<file path="src/rtl/alu_share_ctrl.sv">
// alu_share_ctrl: grants one of two requesters access to a shared
// combinational ALU and returns the result tagged with the winner's ID.
// Round-robin priority alternates between requesters. Every output is a
// flop, so there is no combinational path from any requester input.
module alu_share_ctrl #(
  parameter int unsigned W   = 4,
  parameter int unsigned OPW = 4
) (
  input  logic           clk,
  input  logic           rst_n,
  input  logic           req0_vld,
  input  logic [OPW-1:0] req0_op,
  input  logic [W-1:0]   req0_a,
  input  logic [W-1:0]   req0_b,
  output logic           req0_ack,
  input  logic           req1_vld,
  input  logic [OPW-1:0] req1_op,
  input  logic [W-1:0]   req1_a,
  input  logic [W-1:0]   req1_b,
  output logic           req1_ack,
  output logic [OPW-1:0] alu_op,
  output logic [W-1:0]   alu_a,
  output logic [W-1:0]   alu_b,
  input  logic [W-1:0]   alu_y,
  input  logic           alu_cout,
  output logic           rsp_vld,
  output logic           rsp_id,
  output logic [W-1:0]   rsp_y,
  output logic           rsp_cout,
  output logic           busy
);

  localparam logic [1:0] S_IDLE = 2'd0;
  localparam logic [1:0] S_EXEC = 2'd1;
  localparam logic [1:0] S_RESP = 2'd2;

  logic [1:0]     r_state;
  logic [1:0]     w_state_nxt;
  logic           r_pri;
  logic           r_win_id;
  logic           r_ack0;
  logic           r_ack1;
  logic           r_rsp_vld;
  logic           r_busy;
  logic [OPW-1:0] r_alu_op;
  logic [W-1:0]   r_alu_a;
  logic [W-1:0]   r_alu_b;
  logic [W-1:0]   r_rsp_y;
  logic           r_rsp_cout;
  logic           r_rsp_id;

  logic           w_any;
  logic           w_pick;
  logic           w_grant;
  logic           w_capture;
  logic           w_ack0_nxt;
  logic           w_ack1_nxt;
  logic           w_rsp_vld_nxt;
  logic           w_busy_nxt;

  // Winner selection: a lone requester always wins, otherwise r_pri decides.
  assign w_any  = req0_vld | req1_vld;
  assign w_pick = (req0_vld & req1_vld) ? r_pri : req1_vld;

  // State register.
  always_ff @(posedge clk or negedge rst_n) begin
    if (!rst_n) begin
      r_state <= S_IDLE;
    end else begin
      r_state <= w_state_nxt;
    end
  end

  // Next-state decode plus the next values of the registered strobes.
  always_comb begin
    w_state_nxt = r_state;
    w_grant     = 1'b0;
    w_capture   = 1'b0;
    case (r_state)
      S_IDLE, S_RESP: begin
        if (w_any) begin
          w_grant     = 1'b1;
          w_state_nxt = S_EXEC;
        end else begin
          w_state_nxt = S_IDLE;
        end
      end
      S_EXEC: begin
        w_capture   = 1'b1;
        w_state_nxt = S_RESP;
      end
      default: w_state_nxt = S_IDLE;
    endcase
    w_ack0_nxt    = w_grant & ~w_pick;
    w_ack1_nxt    = w_grant & w_pick;
    w_rsp_vld_nxt = w_capture;
    w_busy_nxt    = (w_state_nxt != S_IDLE);
  end

  // Strobe registers: ack during EXEC, rsp_vld during RESP, busy outside IDLE.
  always_ff @(posedge clk or negedge rst_n) begin
    if (!rst_n) begin
      r_ack0    <= 1'b0;
      r_ack1    <= 1'b0;
      r_rsp_vld <= 1'b0;
      r_busy    <= 1'b0;
    end else begin
      r_ack0    <= w_ack0_nxt;
      r_ack1    <= w_ack1_nxt;
      r_rsp_vld <= w_rsp_vld_nxt;
      r_busy    <= w_busy_nxt;
    end
  end

  // ALU operand registers and winner ID: loaded only on a grant edge.
  always_ff @(posedge clk or negedge rst_n) begin
    if (!rst_n) begin
      r_alu_op <= '0;
      r_alu_a  <= '0;
      r_alu_b  <= '0;
      r_win_id <= 1'b0;
    end else if (w_grant) begin
      r_alu_op <= w_pick ? req1_op : req0_op;
      r_alu_a  <= w_pick ? req1_a  : req0_a;
      r_alu_b  <= w_pick ? req1_b  : req0_b;
      r_win_id <= w_pick;
    end
  end

  // Result capture at the end of EXEC; the loser takes priority next.
  always_ff @(posedge clk or negedge rst_n) begin
    if (!rst_n) begin
      r_rsp_y    <= '0;
      r_rsp_cout <= 1'b0;
      r_rsp_id   <= 1'b0;
      r_pri      <= 1'b0;
    end else if (w_capture) begin
      r_rsp_y    <= alu_y;
      r_rsp_cout <= alu_cout;
      r_rsp_id   <= r_win_id;
      r_pri      <= ~r_win_id;
    end
  end

  assign req0_ack = r_ack0;
  assign req1_ack = r_ack1;
  assign alu_op   = r_alu_op;
  assign alu_a    = r_alu_a;
  assign alu_b    = r_alu_b;
  assign rsp_vld  = r_rsp_vld;
  assign rsp_id   = r_rsp_id;
  assign rsp_y    = r_rsp_y;
  assign rsp_cout = r_rsp_cout;
  assign busy     = r_busy;

endmodule

</file>
<file path="config.mk">
export PLATFORM = sky130hd
export DESIGN_NAME = alu_share_ctrl
export DESIGN_NICKNAME = d
export VERILOG_FILES = /design/src/rtl/alu_share_ctrl.sv
export SDC_FILE = /design/constraint.sdc
export NUM_CORES = 1
export LEC_CHECK = 0
export CAP_MARGIN = 20
export CORE_MARGIN = 2
export CORE_UTILIZATION = 30
export DETAILED_ROUTE_END_ITERATION = 10
export GPL_TIMING_DRIVEN = 0
export SETUP_SLACK_MARGIN = 0.02
export SLEW_MARGIN = 40
export SYNTH_ARGS = -nofsm -noshare
export SYNTH_HDL_FRONTEND = slang
export SYNTH_SLANG_ARGS = --single-unit
export TNS_END_PERCENT = 20
</file>
<file path="constraint.sdc">
create_clock -name clk -period 2.37 [get_ports clk]
set_clock_uncertainty 0.1 [all_clocks]
set_input_delay 0.237 -clock clk [delete_from_list [all_inputs] [get_ports clk]]
set_output_delay 0.237 -clock clk [all_outputs]
set_load 0.02 [all_outputs]
</file>
==> results of run 1 <==
[stage by stage]
| stage | worst slack [ns] | util, % |
|---|---|---|
| floorplan | 1.02 | - |
| global placement | 0.539 | 51.5 |
| detailed placement | 0.495 | 51.3 |
| CTS | 0.705 | 52.5 |
| global route | 0.675 | 52.5 |
| finish | 0.730 | 52.5 |
[synth_stat cells (all sizes together)]
master / number / area, um^2
and2: 12 / 75.1
a21o: 1 / 7.51
clkbuf: 1 / 3.75
o211a: 1 / 17.5
a211oi: 1 / 12.5
o21ai: 1 / 5.00
mux2: 6 / 67.6
nor2: 1 / 3.75
inv: 3 / 11.3
o21bai: 1 / 18.8
nor2b: 1 / 6.26
a21oi: 1 / 5.00
buf: 3 / 21.3
dfrtp: 25 / 626
a221o: 12 / 120
[power by group through the flow]
| stage | Clock, uW | Combinational (uW) | Sequential, uW |
|---|---|---|---|
| floorplan | 0 | 150 | 699 |
| global placement | 0 | 543 | 584 |
| detailed placement | 0 | 549 | 590 |
| CTS | 196 | 551 | 581 |
| global route | 209 | 581 | 593 |
| finish | 183 | 543 | 580 |
[cells by family (layout without fill, tap and decap cells)]
group	after synthesis	after routing	share of synthesized area, %
muxes	6	6	6.75
DFF	25	25	62.5
AOI/OAI and AO/OA	18	18	18.6
and+or+nand+nor	14	14	8.50
buffers and inverters	7	66	3.62
[worst paths after layout]
kind | from | slack (ns) | end
max in group asynchronous | rst_n | 1.48 | r_win_id
worst max register to register | r_state[0] | 0.86 | alu_a[0]
min in group clk | r_win_id | 0.38 | r_pri
worst min register to register | r_win_id | 0.38 | r_pri
worst min-delay path | rst_n | 0.34 | alu_b[0]
worst max-delay path | alu_a[2] | 0.73 | alu_a[2]
[registers in the layout, summed over array words and instances, names as in the netlist]
signal	flops
rsp_id	1
r_win_id	1
r_state	1
alu_op	4
busy	1
rsp_vld	1
rsp_y	4
req1_ack	1
alu_b	4
alu_a	4
rsp_cout	1
req0_ack	1
r_pri	1
[what timing repair did]
action	in CTS	in global routing
hold buffers	1	0
endpoints found under the hold margin	25	0
buffers inserted	0	0
[area by class of cell]
type	instances	area [um^2]	area share, %
Buffer	4	25.0	1.54
Multi-Input combinational cell	38	339	20.8
Clock buffer	4	26.3	1.61
Inverter	3	11.3	0.692
Tap cell	44	55.1	3.38
Timing Repair Buffer	55	546	33.5
Sequential cell	25	626	38.4
[routing by layer]
metal | up-vias | global-route usage [%] | part of all wire (%)
li1 | 375 | - | -
met1 | 401 | 16.6 | 45
met2 | 27 | 23.6 | 48
met3 | 4 | 1.45 | 5.4
met4 | 0 | 7.29 | 1.7
met5 | - | 0 | 0
==> out/summary.txt, run 1 <==
status - finished, final reports clean
Setup TNS - 0 ns
measured slew at the worst slew-check pin - 0.542 ns
Crit Path Category - register to output pin
post-cts resize count - 0
maximum root-to-sink buffer count - 2
DP Area - 0.00159 mm^2
starting density of the core - 32.3%
Psw - 413 uW
CTS Root Cell - clkbuf_4
Pins Over Slew Limit - 0
Power Density - 802 mW/mm^2
Clock Latency Late Sink - 0.31 ns
CTS tree - done
Combinational Power Share - 41.6%
Pre-antenna DRT Iters - 3
Fin. Hold Viols - 0
clock network fraction of total power - 14.0%
Worst setup SP type - register
num rows - 20
Highest Clock Rate - 0.610 GHz
Hold Crit Class - input port to asynchronous set/reset pin
Seq/Total Area, Yosys - 62.5%
max cap viols - 0
unrepaired setup endpoints after global routing - false
Worst VDD drop - 313 uV
Mapped Cells - 70
worst hold slack - 0.336 ns
Buf+Inv Stages, Crit Path - 1
post-route fraction of the period consumed by the critical path - 69.2%
reg2reg path depth - 4
most common cell after layout, fill and taps aside - clkdlybuf4s50_1
Internal - 892 uW
I/O Buffers - 54
critical path, cell by cell - clkdlybuf4s50_1
CTS buffer count - 3
Worst Path Required - 2.03 ns
yosys warns - 0
vias in the first global route - 818
io pins - 55
Worst-path clk slew - 0.12 ns
Avg WL per Cell - 14.2 um
via count - 807
biggest cell delay along the critical path - 0.62 ns
Layout Cell Area excl Fill - 0.00163 mm^2
Routed Antenna Nets - 0
first-pass GRT wire length - 3680 um
drt drc - 0
Final #Nets - 163
die width - 61.8 um
Die H - 61.8 um
synth unique cells - 17
Max transition margin - 63.9%
slowest CP cell - clkdlybuf4s50_1
WP depth - 1
Final min period - 1.64 ns
vias per inst - 4.66
top cell family by delay on the critical path - buffers and inverters
Reg power frac - 44.4%
clock tree sinks - 25
largest net degree at the start of global routing - 26
Post-Syn Area - 0.00100 mm^2
initial antenna violation count - 0
Layout fillers - 310
area delta synth->final - 62.6%
H-tree Lvls - 1
placer congestion estimate - 0.675
Worst Path Arrival - 1.30 ns
commonest cells after routing, fill and taps aside - clkdlybuf4s50_1 (53), dfrtp_1 (25), and2_1 (12), a221o_1 (12), mux2_2 (6)
Avg Cell Area, Syn - 14.3 um^2
GRT Total Usage - 13.6%
drt first-iter violations - 30
Core ar. - 0.00310 mm^2
Final Non-Filler Cells - 173
register bit total from synthesis - 25
layout cells sized above 1 - 13.2%
leakage - 0.000684 uW
grt ovf - 0
critical path fanouts, max - 2
HPWL after DPL - 1900 um
Die ar. - 0.00381 mm^2
number of diodes - 0
total power draw - 1310 uW
crit path capture type - output pin
Total Wirelength - 2460 um
final number of setup-violating endpoints - 0
switching part of the total power - 31.7%
dpl cells - 168
nets in the synthesized netlist - 103
(Power assumes the default switching activity.)
==> run 2: changes to the inputs <==
--- a/config.mk
+++ b/config.mk
@@ -10,6 +10,7 @@
 export CORE_UTILIZATION = 30
 export DETAILED_ROUTE_END_ITERATION = 10
 export GPL_TIMING_DRIVEN = 0
+export PLACE_DENSITY = 0.67
 export SETUP_SLACK_MARGIN = 0.02
 export SLEW_MARGIN = 40
 export SYNTH_ARGS = -nofsm -noshare
==> constraint.sdc (replaced) <==
create_clock -name clk -period 1.4 [get_ports clk]
set_clock_uncertainty 0.1 [all_clocks]
set_input_delay 0.14 -clock clk [delete_from_list [all_inputs] [get_ports clk]]
set_output_delay 0.14 -clock clk [all_outputs]
set_load 0.02 [all_outputs]
==> out/summary.txt, run 2 (same netlist as run 1, synthesis figures left out) <==
status - finished, violations left
failing checks - setup timing
Core ar. - 0.00310 mm^2
Clock Latency Late Sink - 0.32 ns
worst r2r src - r_state[0]
Max transition margin - 63.9%
I/O Buffers - 54
Die H - 61.8 um
Worst-path clk slew - 0.14 ns
Hold Crit Class - input port to asynchronous set/reset pin
layout cells sized above 1 - 25.0%
reg2reg setup slack - -0.005 ns
Final #Nets - 166
Final min period - 1.40 ns
Avg WL per Cell - 14.7 um
critical path fanouts, max - 4
CTS buffer count - 3
CTS tree - done
measured slew at the worst slew-check pin - 0.542 ns
Total Wirelength - 2580 um
biggest cell delay along the critical path - 0.46 ns
io pins - 55
final number of setup-violating endpoints - 2
starting density of the core - 32.3%
clock tree sinks - 25
Routed Antenna Nets - 0
Power Density - 1310 mW/mm^2
CTS Root Cell - clkbuf_4
Worst Path Arrival - 1.53 ns
Worst VDD drop - 513 uV
drt drc - 0
leakage - 0.000779 uW
Crit Path Category - register to register
HPWL after DPL - 1900 um
Fin. Hold Viols - 0
worst hold slack - 0.213 ns
die width - 61.8 um
Layout Cell Area excl Fill - 0.00170 mm^2
drt first-iter violations - 21
reg2reg path depth - 4
critical path, cell by cell - o21bai_4, clkbuf_16, and2_4, a221o_1
post-route fraction of the period consumed by the critical path - 100%
largest net degree at the start of global routing - 26
first-pass GRT wire length - 3970 um
grt ovf - 0
via count - 831
GRT Total Usage - 14.5%
Pins Over Slew Limit - 0
placer congestion estimate - 0.670
Worst setup SP type - register
multi-input logic area - 374 um^2
maximum root-to-sink buffer count - 2
Layout fillers - 296
vias in the first global route - 847
unrepaired setup endpoints after global routing - true
PnR worst setup slack - -0.00473 ns
commonest cells after routing, fill and taps aside - clkdlybuf4s50_1 (31), dfrtp_1 (24), dlygate4sd2_1 (22)
slowest CP cell - dfrtp_2
area delta synth->final - 69.5%
crit path capture type - register
sequential cell area - 627 um^2
H-tree Lvls - 1
Worst Path Required - 1.53 ns
R2R Path End - alu_a[3]
Pre-antenna DRT Iters - 2
max cap viols - 0
Die ar. - 0.00381 mm^2
most common cell after layout, fill and taps aside - clkdlybuf4s50_1
DP Area - 0.00159 mm^2
vias per inst - 4.72
num rows - 20
initial antenna violation count - 0
number of diodes - 0
Highest Clock Rate - 0.712 GHz
[run 2: timing repair]
action / CTS / global route
gates resized for setup: 26 / 17
hold endpoints to repair: 25 / 0
setup endpoints to repair: 31 / 15
hold buffers: 1 / 0
cloned: 0 / 1
pin swaps: 0 / 10
setup buffers: 0 / 2
[run 2: cell type report]
class,count,share of cell area [%]
Buffer,4,2.43
Clock buffer,4,1.55
Inverter,3,0.664
Multi-Input combinational cell,38,22.1
Sequential cell,25,36.9
Tap cell,44,3.24
Timing Repair Buffer,58,33.1
[run 2: worst max-delay path by stage]
stage	from	to	slack [ns]	cells past startpoint
final	r_state[0]	alu_a[3]	-0.005	4
after floorplan	r_state[0]	alu_a[0]	0.05	4
after CTS	r_state[0]	alu_b[2]	-0.03	4
after global routing	r_state[0]	alu_a[1]	-0.05	4
after global placement	req1_vld	alu_b[1]	-0.33	5
after detailed placement	req1_vld	alu_b[2]	-0.36	5
[run 2: metal layers]
metal  track usage, %  routed length, um  part of all wire, %  vias to the layer above
met5                0                  0                    0                        -
met4             8.21                 59                  2.3                        0
met3             1.66                160                  6.2                        5
met2             25.3               1300                   50                       31
met1             17.3               1060                   41                      418
li1                 -                  -                    -                      377
[run 2: worst max-delay path, delay by kind of cell (launching register included)]
family	cells	cell delay (ns)
AND/OR/NAND/NOR	1	0.13
flip-flops	1	0.46
AO/OA/AOI/OAI	2	0.46
buffers and inverters	1	0.16
[run 2: where the power goes]
part,leakage [uW],internal [uW],switching [uW],total (uW)
clock,0.0000150,112,214,326
combinational,0.000463,480,418,899
sequential,0.000301,892,100,993
[run 2: per-stage QoR]
| stage | TNS, ns | worst slack (ns) | util (%) | instances | total power (uW) |
|---|---|---|---|---|---|
| after global placement | -7.92 | -0.329 | 51.5 | 168 | 1900 |
| after CTS | -0.168 | -0.0347 | 52.0 | 173 | 2140 |
| final | -0.00893 | -0.00473 | 54.7 | 176 | 2220 |
| after detailed placement | -4.13 | -0.359 | 51.3 | 168 | 1920 |
| after global routing | -0.386 | -0.0480 | 54.7 | 176 | 2340 |
| after floorplan | 0 | 0.0488 | - | 70 | 1440 |
==> run 3: changes to the inputs <==
--- a/config.mk
+++ b/config.mk
@@ -9,6 +9,7 @@
 export CORE_MARGIN = 2
 export CORE_UTILIZATION = 30
 export DETAILED_ROUTE_END_ITERATION = 10
+export GPL_ROUTABILITY_DRIVEN = 0
 export GPL_TIMING_DRIVEN = 0
 export PLACE_DENSITY = 0.67
 export SETUP_SLACK_MARGIN = 0.02
==> results of run 3 <==
Final layout, timing and power as in run 2 (identical DEF).
